## config.mk

```make
export PLATFORM = sky130hd
export DESIGN_NAME = uart_rx_sampler_flat
export DESIGN_NICKNAME = d
export VERILOG_FILES = /design/src/rtl/uart_rx_sampler_if.sv /design/src/rtl/uart_rx_sampler.sv /design/src/flat_wrapper.sv
export SDC_FILE = /design/constraint.sdc
export NUM_CORES = 1
export LEC_CHECK = 0
export CAP_MARGIN = 20
export CELL_PAD_IN_SITES_DETAIL_PLACEMENT = 1
export CELL_PAD_IN_SITES_GLOBAL_PLACEMENT = 1
export CORE_ASPECT_RATIO = 0.8
export CORE_MARGIN = 8
export CORE_UTILIZATION = 40
export CTS_CLUSTER_DIAMETER = 80
export DETAILED_ROUTE_END_ITERATION = 10
export GPL_ROUTABILITY_DRIVEN = 0
export GPL_TIMING_DRIVEN = 0
export PLACE_DENSITY = 0.77
export SLEW_MARGIN = 5
export SYNTH_ARGS = -nofsm -noshare
export SYNTH_HDL_FRONTEND = slang
export SYNTH_SLANG_ARGS = --single-unit
```

## constraint.sdc

```tcl
create_clock -name pclk -period 6.4 [get_ports pclk]
set_input_delay 0.96 -clock pclk [delete_from_list [all_inputs] [get_ports pclk]]
set_output_delay 0.96 -clock pclk [all_outputs]
set_load 0.1 [all_outputs]
```

## src/rtl/uart_rx_sampler_if.sv

```systemverilog
// Bundle between the UART receive front end and the receive FSM that consumes its edges.
// The master side is the FSM/line side; the slave side is the sampler itself.
interface uart_rx_sampler_if #(
  parameter int DIV_W = 16
) ();
  logic             utrrst;
  logic             uart_rxd;
  logic [DIV_W-1:0] divisor;
  logic [3:0]       frame_bits;
  logic             voting_shift_en;
  logic             rx_data;
  logic             voting_edge;
  logic             sample_edge;
  logic             rx_locked;

  modport master (
    output utrrst, uart_rxd, divisor, frame_bits, voting_shift_en,
    input  rx_data, voting_edge, sample_edge, rx_locked
  );

  modport slave (
    input  utrrst, uart_rxd, divisor, frame_bits, voting_shift_en,
    output rx_data, voting_edge, sample_edge, rx_locked
  );
endinterface

```

## src/rtl/uart_rx_sampler.sv

```systemverilog
// UART receive front end: input synchroniser, 16x oversampling prescaler phase-locked to the
// start-bit falling edge, 3-sample majority voter and the voting/sample strobes for the receive FSM.
module uart_rx_sampler #(
  parameter int DIV_W = 16
) (
  input logic             pclk,
  input logic             preset,
  uart_rx_sampler_if.slave bus
);

  typedef enum logic [0:0] {
    HUNT   = 1'b0,
    LOCKED = 1'b1
  } state_t;

  state_t           state_r;
  state_t           next_state_s;
  logic             rxd_s1;
  logic             rxd_s;
  logic             rxd_prev;
  logic [DIV_W-1:0] pcnt;
  logic [DIV_W-1:0] div_m1_s;
  logic [3:0]       phase;
  logic [3:0]       bcnt;
  logic [2:0]       vote;
  logic             sample_edge_r;
  logic             tick_s;
  logic             start_s;
  logic             frame_done_s;
  logic             rx_data_s;
  logic             voting_edge_s;
  logic             rx_locked_s;

  function automatic logic majority3(input logic [2:0] v);
    return (v[0] & v[1]) | (v[0] & v[2]) | (v[1] & v[2]);
  endfunction

  // Two-flop synchroniser plus one delayed copy for falling-edge detection.
  always_ff @(posedge pclk) begin
    if (preset) begin
      rxd_s1   <= 1'b1;
      rxd_s    <= 1'b1;
      rxd_prev <= 1'b1;
    end else begin
      rxd_s1   <= bus.uart_rxd;
      rxd_s    <= rxd_s1;
      rxd_prev <= rxd_s;
    end
  end

  assign start_s      = rxd_prev & ~rxd_s;
  assign div_m1_s     = (bus.divisor == {DIV_W{1'b0}}) ? {DIV_W{1'b0}} : (bus.divisor - DIV_W'(1));
  assign frame_done_s = (({1'b0, bcnt} + 5'd1) >= {1'b0, bus.frame_bits});

  // State register.
  always_ff @(posedge pclk) begin
    if (preset) begin
      state_r <= HUNT;
    end else begin
      state_r <= next_state_s;
    end
  end

  // Next-state logic; a sampled 1 at start position is a false start, at/after stop it ends the frame.
  always_comb begin
    next_state_s = state_r;
    if (!bus.utrrst) begin
      next_state_s = HUNT;
    end else begin
      case (state_r)
        HUNT: begin
          if (start_s) begin
            next_state_s = LOCKED;
          end else begin
            next_state_s = HUNT;
          end
        end
        LOCKED: begin
          if (sample_edge_r && rx_data_s && ((bcnt == 4'd0) || frame_done_s)) begin
            next_state_s = HUNT;
          end else begin
            next_state_s = LOCKED;
          end
        end
        default: next_state_s = HUNT;
      endcase
    end
  end

  // Output decode from the state and counter flops.
  always_comb begin
    rx_locked_s   = (state_r == LOCKED);
    tick_s        = rx_locked_s && (pcnt == div_m1_s);
    voting_edge_s = tick_s && ((phase == 4'd6) || (phase == 4'd7) || (phase == 4'd8));
    rx_data_s     = majority3(vote);
  end

  // Prescaler, phase and bit counters; held cleared while hunting so a lock starts at zero.
  always_ff @(posedge pclk) begin
    if (preset || !bus.utrrst || (state_r == HUNT)) begin
      pcnt  <= {DIV_W{1'b0}};
      phase <= 4'd0;
      bcnt  <= 4'd0;
    end else begin
      if (tick_s) begin
        pcnt  <= {DIV_W{1'b0}};
        phase <= phase + 4'd1;
      end else begin
        pcnt  <= pcnt + DIV_W'(1);
      end
      if (sample_edge_r && (bcnt != 4'd15)) begin
        bcnt <= bcnt + 4'd1;
      end
    end
  end

  // Bit-centre strobe, one cycle after the phase-8 vote so the FSM sees the updated majority.
  always_ff @(posedge pclk) begin
    if (preset || !bus.utrrst) begin
      sample_edge_r <= 1'b0;
    end else begin
      sample_edge_r <= tick_s && (phase == 4'd8);
    end
  end

  // Voter: follows the idle line while hunting so line release is visible to the FSM.
  always_ff @(posedge pclk) begin
    if (preset) begin
      vote <= 3'b111;
    end else if (state_r == HUNT) begin
      vote <= {3{rxd_s}};
    end else if (bus.voting_shift_en) begin
      vote <= {vote[1:0], rxd_s};
    end
  end

  assign bus.rx_data     = rx_data_s;
  assign bus.voting_edge = voting_edge_s;
  assign bus.sample_edge = sample_edge_r;
  assign bus.rx_locked   = rx_locked_s;

endmodule

```

## src/flat_wrapper.sv

```systemverilog
// flat-port wrapper written by rule: the top's interface ports become plain ports
module uart_rx_sampler_flat 
#(
  parameter int DIV_W = 16
)
  (pclk, preset, bus_utrrst, bus_uart_rxd, bus_divisor, bus_frame_bits, bus_voting_shift_en, bus_rx_data, bus_voting_edge, bus_sample_edge, bus_rx_locked);
  uart_rx_sampler_if #(.DIV_W(DIV_W)) bus_i ();
  input logic pclk;
  input logic preset;
  input wire logic [$bits(bus_i.utrrst)-1:0] bus_utrrst;
  input wire logic [$bits(bus_i.uart_rxd)-1:0] bus_uart_rxd;
  input wire logic [$bits(bus_i.divisor)-1:0] bus_divisor;
  input wire logic [$bits(bus_i.frame_bits)-1:0] bus_frame_bits;
  input wire logic [$bits(bus_i.voting_shift_en)-1:0] bus_voting_shift_en;
  output wire logic [$bits(bus_i.rx_data)-1:0] bus_rx_data;
  output wire logic [$bits(bus_i.voting_edge)-1:0] bus_voting_edge;
  output wire logic [$bits(bus_i.sample_edge)-1:0] bus_sample_edge;
  output wire logic [$bits(bus_i.rx_locked)-1:0] bus_rx_locked;
  assign bus_i.utrrst = bus_utrrst;
  assign bus_i.uart_rxd = bus_uart_rxd;
  assign bus_i.divisor = bus_divisor;
  assign bus_i.frame_bits = bus_frame_bits;
  assign bus_i.voting_shift_en = bus_voting_shift_en;
  assign bus_rx_data = bus_i.rx_data;
  assign bus_voting_edge = bus_i.voting_edge;
  assign bus_sample_edge = bus_i.sample_edge;
  assign bus_rx_locked = bus_i.rx_locked;
  uart_rx_sampler #(.DIV_W(DIV_W)) u_core (.pclk(pclk), .preset(preset), .bus(bus_i));
endmodule
```

==> results of run 1 <==
registers in the layout (all words and copies together) (netlist names):
signal and cells:
u_core.bcnt 4, u_core.bus.rx_locked 1, u_core.bus.sample_edge 1, u_core.pcnt 16, u_core.phase 4, u_core.rxd_prev 1, u_core.rxd_s 1, u_core.rxd_s1 1
u_core.vote 3
cell families after synthesis:
group | Yosys count | synth area share [%]
and+or+nand+nor | 151 | 35.1
DFF | 32 | 25.6
muxes | 4 | 1.65
buffers and inverters | 32 | 6.24
adders and majority gates | 12 | 5.89
AOI/OAI and AO/OA | 54 | 15.1
xor gates and xnor gates | 28 | 10.4
synthesized netlist by cell type, types with 2 or more instances:
cell type,count
nor2_1,37
nand4_1,11
o211ai_1,2
and3_1,5
a21oi_1,18
nor3_1,12
dfxtp_1,32
or2_2,8
buf_4,2
xor2_1,14
nand2b_1,8
nor3_2,2
or3_1,2
nand2_1,16
a31o_2,2
nor4_1,3
nor4_2,3
inv_1,14
a22oi_1,3
o21ai_0,6
nand4b_1,4
a211o_1,2
nand3b_1,3
o31ai_1,3
nor2b_1,6
or4_1,3
mux2i_1,3
a211oi_1,2
xnor2_1,13
or4bb_1,2
ha_1,11
buf_2,5
clkbuf_1,8
nand3_1,16
buf_6,3
or3b_1,2
stage by stage:
step | instance area (um2) | setup WS [ns] | power, uW | hold slack [ns] | utilization [%]
6_report | 2940 | 0.579 | 408 | 0.405 | 49.2
3_5_place_dp | 2860 | 0.361 | 269 | 0.400 | 47.8
5_1_grt | 2940 | 0.358 | 429 | 0.441 | 49.2
3_3_place_gp | 2860 | 0.464 | 267 | 0.390 | 47.8
2_1_floorplan | 2500 | 1.36 | 241 | 0.389 | -
4_1_cts | 2930 | 0.351 | 413 | 0.409 | 49.1
final cells by class:
type | count | area (um2) | area share, %
sequential | 32 | 641 | 21.8
clock inverter | 1 | 5.00 | 0.170
timing repair buffer | 26 | 258 | 8.76
inverter | 14 | 52.6 | 1.79
tap | 81 | 101 | 3.45
clock buffer | 6 | 72.6 | 2.47
multi-input combinational | 249 | 1710 | 58.1
buffer | 18 | 104 | 3.53
worst register-to-register path: cells and delay by family (launching register included):
| family | cells | cell delay (ns) |
|---|---|---|
| AO/OA/AOI/OAI | 4 | 1.08 |
| AND/OR/NAND/NOR | 3 | 0.69 |
| flip-flops | 1 | 0.31 |
| XOR/XNOR | 1 | 0.24 |
| buffers and inverters | 3 | 0.84 |
report_power, final:
| part | internal, uW | switching (uW) |
|---|---|---|
| Clock | 73.8 | 68.9 |
| Sequential | 201 | 0.904 |
| Combinational | 30.7 | 33.2 |
routing by layer:
metal  vias up  share of wire (%)  track usage, %
met5         -                  0               0
met2        32                 43            25.2
met1      1162                 53            23.1
met4         0               0.48            3.54
li1       1188                  -               -
met3         6                3.9            3.34
path summary, 6_finish.rpt:
path,cells after the start,endpoint,startpoint
max,13,bus_voting_edge,bus_divisor[0]
min reg2reg,1,u_core.rxd_s,u_core.rxd_s1
max reg2reg,11,u_core.pcnt[7],u_core.pcnt[10]
min,1,u_core.rxd_s,u_core.rxd_s1
==> metrics.md, run 1 <==
| Metric | Value |
|---|---|
| Most frequent CP cell | `clkdlybuf4s50_1` |
| Max Cap Viol | `0` |
| CTS Root Cell | `clkbuf_8` |
| Area leader, netlist | `dfxtp_1` |
| Post-cts sizing count | `0` |
| Share of the synthesized area in the top cell type | `approximately 26%` |
| Power density over the cells | `139 mW/mm2` |
| CTS hold repair buffers | `0` |
| Worst Hold Class | `reg -> reg` |
| Filler cell count | `730` |
| Io pins | `29` |
| Largest delay share family, worst path | `buffers and inverters` |
| First-pass GRT wire length | `12300 um` |
| Wirelength, routed | `approximately 7000 um` |
| Max-slew violation count | `0` |
| Final Setup Violations | `0` |
| # DRC | `0` |
| Clk sinks | `32` |
| Area growth syn-to-layout | `17.4%` |
| CTS Buffer Depth | `2` |
| Initial antenna violation count | `0` |
| Sequential share of the synthesized area | `between 20% and 30%` |
| Share of cells above drive strength 1 | `between 10% and 20%` |
| WP buf/inv | `4` |
| Required @ worst endpoint | `5.44 ns` |
| Fin cells | `427` |
| Vias in the first global route | `2421` |
| Clk Latency, worst-skew pair | `about 0.28 ns` |
| Port buffer count | `25` |
| Critical path class | `in -> out` |
| Cells after Synth | `~310` |
| Final period util | `91.0%` |
| Total CTS buffers | `5` |
| ANT cells | `0` |
| Minimum clock period | `about 5.8 ns` |
| Drt via density | `~5.6` |
| Synthesized area per cell | `around 8.0 um2` |
| Slowest Stage Delay on Critical Path | `approximately 1.2 ns` |
| Row cnt | `25` |
| CP Cell Sequence | `clkdlybuf4s50_1, inv_1, ha_1, nor3b_2, buf_4, xnor2_1, mux2_2, o22ai_1, o2111ai_1, nor2_1, nand4_1, a21oi_1, clkdlybuf4s50_1` |
| VDD IR max | `0.0000867 V` |
| Final hold vios | `0` |
| Yosys reg bits | `32` |
| LEAKAGE | `0.000988 uW` |
| Inst Count DP | `between 400 and 500` |
| Routed Antenna Nets | `0` |
| Most common cell after layout, fill and taps aside | `nor2_1` |
| H-tree levels | `2` |
| Synth area leaders | `dfxtp_1 (26%), nor2_1 (5.5%), ha_1 (5.5%)` |
| Critical Path Source Type | `input port` |
| Mapped Area | `~0.0025 mm2` |
| Post-synth EDFFs | `0` |
| Status | `finished, final reports clean` |
| Highest clock rate | `between 150 and 200 MHz` |
| Reg clk slew, reported paths | `around 0.06 ns` |
| CP Max Fanout | `10` |
| Nets | `approximately 380` |
| Slowest cell on crit path | `clkdlybuf4s50_1` |
| RSZ-0062 raised after global routing | `no` |
| Final TNS setup | `0 ns` |
| Post-Syn Nets | `around 350` |
| Most frequent cells in the layout | `nor2_1 (37), dfxtp_1 (32), clkdlybuf4s50_1 (25)` |
| Worst Max-Slew Pin Slew | `approximately 0.97 ns` |
| WL per Instance | `~17 um` |
| Post CTS Setup Buffer Count | `0` |
| Chip width | `about 100 um` |
| CTS tree | `built` |
| WP data arrival | `roughly 5 ns` |
| Gr usage total | `16.5%` |
| Drt pass-1 iters | `4` |
| Worst Setup End Kind | `primary output` |
| Gr ovfl total | `0` |
| Synth Flop Type | `dfxtp_1` |
| Die Footprint | `about 0.0091 mm2` |
| Starting DRC count in detailed routing | `121` |
| Starting Density | `a little over two fifths` |
| Core area | `0.00597 mm2` |
| Unique masters post-synth | `63` |
| Setup Skew | `about 0.011 ns` |
| Worst slew margin | `34.9%` |
| Largest net degree at the start of global routing | `11` |
| Chip Height | `approximately 87 um` |
| Vias after detailed routing | `about 2400` |
| YS warnings | `0` |
| Post-DP HPWL | `between 5000 and 6000 um` |
| Asr flop ratio synth | `0%` |
| FF-to-FF setup slack | `roughly 3.1 ns` |
Power figures use the tool's default switching activity.
==> run 2, diff against run 1 <==
--- a/config.mk
+++ b/config.mk
@@ -5,7 +5,7 @@
 export SDC_FILE = /design/constraint.sdc
 export NUM_CORES = 1
 export LEC_CHECK = 0
-export CAP_MARGIN = 20
+export CAP_MARGIN = 30
 export CELL_PAD_IN_SITES_DETAIL_PLACEMENT = 1
 export CELL_PAD_IN_SITES_GLOBAL_PLACEMENT = 1
 export CORE_ASPECT_RATIO = 0.8
@@ -16,7 +16,6 @@
 export GPL_ROUTABILITY_DRIVEN = 0
 export GPL_TIMING_DRIVEN = 0
 export PLACE_DENSITY = 0.77
-export SLEW_MARGIN = 5
 export SYNTH_ARGS = -nofsm -noshare
 export SYNTH_HDL_FRONTEND = slang
 export SYNTH_SLANG_ARGS = --single-unit
==> run 2 against run 1 <==
Utilization rose by 0.17 points. Hold slack improved by 0.0025 ns. Fmax barely moved. Setup slack improved by 0.0039 ns. Clock power rose by 11%. Critical path depth did not move. Non-clock buffer count did not move. Global-route usage fell by 0.76 points. Critical path type unchanged.
==> metrics.md, run 2 (same netlist as run 1, synthesis figures left out) <==
| Metric | Value |
|---|---|
| Status | `finished, final reports clean` |
| Critical Path Source Type | `input port` |
| Starting Density | `41.9% (unchanged)` |
| Die Footprint | `0.00907 mm2 (unchanged)` |
| Setup Skew | `0.00885 ns (-0.00241 ns)` |
| Reg2reg path depth | `11 (unchanged)` |
| Most frequent cells in the layout | `nor2_1 (37), dfxtp_1 (32), clkdlybuf4s50_1 (25)` |
| Wirelength, routed | `7000 um (-1.8%)` |
| Starting DRC count in detailed routing | `102 (-16%)` |
| Worst Hold Class | `reg -> reg` |
| Clk sinks | `32 (unchanged)` |
| CTS tree | `built` |
| First-pass GRT wire length | `11800 um (-4.6%)` |
| CTS hold repair buffers | `0 (unchanged)` |
| Footprint of the multi-input gates | `0.00171 mm2 (unchanged)` |
| Reg clk slew, reported paths | `0.07 ns (about the same)` |
| Hold EP | `u_core.rxd_s` |
| Post CTS Setup Buffer Count | `0 (unchanged)` |
| Filler cell count | `746 (+2.2%)` |
| Gr ovfl total | `0 (unchanged)` |
| CTS Root Cell | `clkbuf_8` |
| Worst slew margin | `34.9% (-0.044 points)` |
| Share of cells above drive strength 1 | `11.5% (-0.033 points)` |
| Biggest registers after layout | `u_core.pcnt: 16 flops, u_core.bcnt: 4 flops, u_core.phase: 4 flops` |
| # DRC | `0 (unchanged)` |
| Total CTS buffers | `5 (unchanged)` |
| WL per Instance | `16.3 um (-2.0%)` |
| Reg with most FFs | `u_core.pcnt` |
| Final TNS setup | `0 ns (unchanged)` |
| ANT cells | `0 (unchanged)` |
| Port buffer count | `25 (unchanged)` |
| VDD IR max | `0.000150 V (+73%)` |
| Drt via density | `5.55 (-0.82%)` |
| Post-cts sizing count | `0 (unchanged)` |
| Final hold vios | `0 (unchanged)` |
| Final core occ | `49.4% (+0.17 points)` |
| Initial antenna violation count | `0 (unchanged)` |
| Most common cell after layout, fill and taps aside | `nor2_1` |
| Chip Height | `86.8 um (unchanged)` |
| Minimum clock period | `5.82 ns (-0.00386 ns)` |
| Chip width | `104 um (unchanged)` |
| Slowest cell on crit path | `clkdlybuf4s50_1` |
| Worst Setup End Kind | `primary output` |
| Critical path class | `in -> out` |
| Final period util | `90.9% (about the same)` |
| WP data arrival | `4.86 ns (about the same)` |
| Final Setup Violations | `0 (unchanged)` |
| Post-DP HPWL | `5580 um (-0.34%)` |
| Hold Crit Start | `u_core.rxd_s1` |
| Gr usage total | `15.7% (-0.76 points)` |
| Max Cap Viol | `0 (unchanged)` |
| Number of flip-flops in the largest register | `16 (unchanged)` |
| Largest net degree at the start of global routing | `11 (unchanged)` |
| DP Worst Slack | `0.554 ns (+0.194 ns)` |
| Worst Max-Slew Pin Slew | `0.974 ns (+0.000663 ns)` |
| Max-slew violation count | `0 (unchanged)` |
| Slowest Stage Delay on Critical Path | `1.15 ns (about the same)` |
| Required @ worst endpoint | `5.44 ns (about the same)` |
| Nets | `382 (unchanged)` |
| Fin worst setup slack | `0.583 ns (+0.00386 ns)` |
| CP Cell Sequence | `clkdlybuf4s50_1, inv_1, ha_1, nor3b_2, buf_4, xnor2_1, mux2_2, o22ai_1, o2111ai_1, nor2_1, nand4_1, a21oi_1, clkdlybuf4s50_1` |
| Vias in the first global route | `2366 (-2.3%)` |
| Most frequent CP cell | `clkdlybuf4s50_1` |
| Power density over the cells | `144 mW/mm2 (+3.6%)` |
| Clk Latency, worst-skew pair | `0.28 ns (about the same)` |
| Highest clock rate | `172 MHz (about the same)` |
| CTS Buffer Depth | `2 (unchanged)` |
| Row cnt | `25 (unchanged)` |
| Flip-flop and latch area | `641 um2 (unchanged)` |
| Vias after detailed routing | `2374 (-0.59%)` |
| H-tree levels | `2 (unchanged)` |
| CP Max Fanout | `10 (unchanged)` |
| Area growth syn-to-layout | `17.8%` |
| LEAKAGE | `0.000991 uW (+0.31%)` |
| WHS Path Cells | `1 (unchanged)` |
| FF-to-FF setup slack | `3.18 ns (+0.04 ns)` |
| Worst r2r dst | `u_core.pcnt[7]` |
| Routed Antenna Nets | `0 (unchanged)` |
| Core area | `0.00597 mm2 (unchanged)` |
| Drt pass-1 iters | `4 (unchanged)` |
| Io pins | `29 (unchanged)` |
| R2r startpoint | `u_core.pcnt[10]` |
| RSZ-0062 raised after global routing | `no` |
| Total power | `424 uW (+3.9%)` |
## run 2: layer usage
metal / vias to the layer above / part of all wire, % / track usage (%)
met5: - / 0 / 0
met4: 0 / 0.50 / 3.15
met3: 4 / 4.6 / 3.19
met2: 41 / 44 / 24.7
met1: 1132 / 51 / 21.7
li1: 1197 / - / -
## run 2: worst max-delay path by stage
stage | from | cells after the start | end
after floorplan | bus_divisor[4] | 8 | bus_voting_edge
after global placement | bus_divisor[0] | 13 | bus_voting_edge
after detailed placement | bus_divisor[0] | 13 | bus_voting_edge
after CTS | bus_divisor[0] | 13 | bus_voting_edge
after global routing | bus_divisor[0] | 13 | bus_voting_edge
final | bus_divisor[0] | 13 | bus_voting_edge
## run 2: layout make-up
class                           instances  area share (%)
Multi-Input combinational cell        249            57.9
Sequential cell                        32            21.7
Timing Repair Buffer                   26            8.65
Clock buffer                            8            3.05
Buffer                                 18            3.52
Tap cell                               81            3.43
Inverter                               14            1.78
## run 2: critical path, delay by kind of cell
kind,cells,cell delay (ns)
AOI/OAI and AO/OA,3,0.47
xor gates and xnor gates,1,0.17
adders and majority gates,1,0.22
buffers and inverters,4,2.04
muxes,1,0.40
and+or+nand+nor,3,0.57
## run 2: per-stage QoR
stage | instance area [um2] | hold slack, ns | std cells
floorplan | 2500 | 0.389 | 313
global placement | 2860 | 0.390 | 419
detailed placement | 2860 | 0.400 | 420
CTS | 2950 | 0.413 | 428
global route | 2950 | 0.448 | 428
finish | 2950 | 0.407 | 428
## run 2: power breakdown
group / internal, uW / total [uW] / switching [uW]
logic: 30.5 / 63.4 / 32.9
registers: 201 / 201 / 0.875
clock network: 87.7 / 159 / 71.6
total: 319 / 424 / 105
==> run 3, diff against run 2 <==
--- a/config.mk
+++ b/config.mk
@@ -9,7 +9,6 @@
 export CELL_PAD_IN_SITES_DETAIL_PLACEMENT = 1
 export CELL_PAD_IN_SITES_GLOBAL_PLACEMENT = 1
 export CORE_ASPECT_RATIO = 0.8
-export CORE_MARGIN = 8
 export CORE_UTILIZATION = 40
 export CTS_CLUSTER_DIAMETER = 80
 export DETAILED_ROUTE_END_ITERATION = 10
==> run 3 against run 2 <==
Sequential share of layout area is 0.064 points lower. Register-to-register slack worse by 0.07 ns. Critical path depth is the same. Clock power rose by 8%. Global-route usage up 7.7 points. Routed wire length increased by 1.7%. Cell area grew 0.30%. Flip-flop and latch count stayed put. Utilization rose by 0.15 points. Highest routed layer unchanged.
==> metrics.md, run 3 (same netlist as run 1, synthesis figures left out) <==
| Metric | Value |
|---|---|
| Reg clk slew, reported paths | `0.06 ns (about the same)` |
| Slowest cell on crit path | `clkdlybuf4s50_1` |
| Chip Height | `72.8 um (-16%)` |
| # DRC | `0 (unchanged)` |
| R2r startpoint | `u_core.pcnt[10]` |
| Final Setup Violations | `0 (unchanged)` |
| CP Cell Sequence | `clkdlybuf4s50_1, inv_1, ha_1, nor3b_2, buf_4, xnor2_1, mux2_2, o22ai_1, o2111ai_1, nor2_1, nand4_1, a21oi_1, clkdlybuf4s50_1` |
| Largest delay share family, worst path | `buffers and inverters` |
| Total CTS buffers | `5 (unchanged)` |
| WP buf/inv | `4 (unchanged)` |
| Reg2reg path depth | `11 (unchanged)` |
| Highest clock rate | `172 MHz (+0.11%)` |
| Most common cell after layout, fill and taps aside | `nor2_1` |
| WL per Instance | `16.7 um (+2.0%)` |
| Row cnt | `25 (unchanged)` |
| Reg with most FFs | `u_core.pcnt` |
| DP Area | `0.00286 mm2 (about the same)` |
| CTS hold repair buffers | `0 (unchanged)` |
| Gr usage total | `23.4% (+7.7 points)` |
| Vias in the first global route | `2382 (+0.68%)` |
| RSZ-0062 raised after global routing | `no` |
| Status | `finished, final reports clean` |
| Total power | `436 uW (+2.8%)` |
| Fin Hold WS | `0.428 ns (+0.0206 ns)` |
| Io pins | `29 (unchanged)` |
| Drt via density | `5.56 (+0.32%)` |
| CTS Root Cell | `clkbuf_8` |
| CTS tree | `built` |
| Starting Density | `41.9% (unchanged)` |
| Biggest registers after layout | `u_core.pcnt: 16 flops, u_core.bcnt: 4 flops, u_core.phase: 4 flops` |
| Gr ovfl total | `0 (unchanged)` |
| Post-Layout Inst Area | `0.00296 mm2 (+0.30%)` |
| LEAKAGE | `0.000997 uW (+0.63%)` |
| Critical path class | `in -> out` |
| Worst slew margin | `33.8% (-1.0 points)` |
| Max Cap Viol | `0 (unchanged)` |
| Slowest Stage Delay on Critical Path | `1.15 ns (about the same)` |
| Max-slew violation count | `0 (unchanged)` |
| Final TNS setup | `0 ns (unchanged)` |
| Wirelength, routed | `7120 um (+1.7%)` |
| Port buffer count | `25 (unchanged)` |
| Worst Hold Class | `reg -> reg` |
| Vias after detailed routing | `2376 (+0.084%)` |
| WHS Path Cells | `1 (unchanged)` |
| Starting DRC count in detailed routing | `95 (-6.9%)` |
| VDD IR max | `0.0000974 V (-35%)` |
| Most frequent CP cell | `clkdlybuf4s50_1` |
| Setup Skew | `0.00456 ns (-0.00429 ns)` |
| Worst Setup End Kind | `primary output` |
| Final period util | `90.8% (-0.10 points)` |
| Most frequent cells in the layout | `nor2_1 (37), dfxtp_1 (32), clkdlybuf4s50_1 (25)` |
| Initial antenna violation count | `0 (unchanged)` |
| ANT cells | `0 (unchanged)` |
| Clk Latency, worst-skew pair | `0.29 ns (about the same)` |
| Minimum clock period | `5.81 ns (-0.00638 ns)` |
| Area growth syn-to-layout | `18.2%` |
| Drt pass-1 iters | `4 (unchanged)` |
| Critical Path Source Type | `input port` |
| Largest net degree at the start of global routing | `11 (unchanged)` |
| DP Worst Slack | `0.569 ns (+0.0148 ns)` |
| Fin worst setup slack | `0.589 ns (+0.00638 ns)` |
| Worst Max-Slew Pin Slew | `0.989 ns (+0.0155 ns)` |
| Footprint of the multi-input gates | `0.00171 mm2 (unchanged)` |
| WP data arrival | `4.85 ns (about the same)` |
| Hold Crit Start | `u_core.rxd_s1` |
| Hold EP | `u_core.rxd_s` |
| Required @ worst endpoint | `5.44 ns (about the same)` |
| Nets | `382 (unchanged)` |
| First-pass GRT wire length | `12100 um (+2.4%)` |
| Flip-flop and latch area | `641 um2 (unchanged)` |
| Share of cells above drive strength 1 | `11.8% (+0.32 points)` |
| Filler cell count | `747 (+0.13%)` |
| Chip width | `90.5 um (-13%)` |
| Post CTS Setup Buffer Count | `0 (unchanged)` |
| Clk sinks | `32 (unchanged)` |
| Final hold vios | `0 (unchanged)` |
| Routed Antenna Nets | `0 (unchanged)` |
| Core area | `0.00597 mm2 (unchanged)` |
| Number of flip-flops in the largest register | `16 (unchanged)` |
| Die Footprint | `0.00658 mm2 (-27%)` |
| CTS Buffer Depth | `2 (unchanged)` |
| Post-cts sizing count | `0 (unchanged)` |
| Worst r2r dst | `u_core.pcnt[7]` |
| H-tree levels | `2 (unchanged)` |
| FF-to-FF setup slack | `3.11 ns (-0.07 ns)` |
| Post-DP HPWL | `5590 um (+0.15%)` |
| Power density over the cells | `147 mW/mm2 (+2.5%)` |
| CP Max Fanout | `10 (unchanged)` |
## run 3: cell count changes in the layout (fill, tap and decap cells not counted), sizes merged
| cell | change |
|---|---|
| clkbuf | -1 |
## run 3: area by class of cell
type,count,area share [%]
inverter,14,1.78
sequential,32,21.6
clock buffer,7,3.25
multi-input combinational,249,57.7
tap,81,3.42
buffer,18,3.51
timing repair buffer,26,8.71
## run 3: report_power, final
| group | total (uW) | switching (uW) | internal (uW) |
|---|---|---|---|
| sequential | 202 | 0.958 | 201 |
| clock | 171 | 75.0 | 95.7 |
| combinational | 63.9 | 33.1 | 30.8 |
| total | 436 | 109 | 327 |
## run 3: worst max-delay path by stage
stage | start | cells past startpoint | end
floorplan | bus_divisor[4] | 8 | bus_voting_edge
global placement | bus_divisor[0] | 13 | bus_voting_edge
detailed placement | bus_divisor[0] | 13 | bus_voting_edge
CTS | bus_divisor[0] | 13 | bus_voting_edge
global route | bus_divisor[0] | 13 | bus_voting_edge
finish | bus_divisor[0] | 13 | bus_voting_edge
## run 3: routing by layer
layer  global-route usage (%)  wire length (um)
met5                        0                 0
met4                     6.99                97
met3                     3.96               235
met2                     37.2              3040
met1                     32.7              3740
## run 3: worst reg2reg max path: stages (launching register included)
cell      delay, ns
dfxtp_1        0.31
clkbuf_1       0.34
xor2_1         0.24
nand4_1        0.14
a221oi_2       0.29
o21ai_1        0.14
a221o_1        0.36
or4b_1         0.48
buf_2          0.19
o21bai_2       0.30
buf_2          0.32
nor2_1         0.08
## run 3: through the flow
step	instances	util, %
floorplan	313	-
global placement	419	47.8
detailed placement	420	47.9
CTS	427	49.5
global route	427	49.5
finish	427	49.5
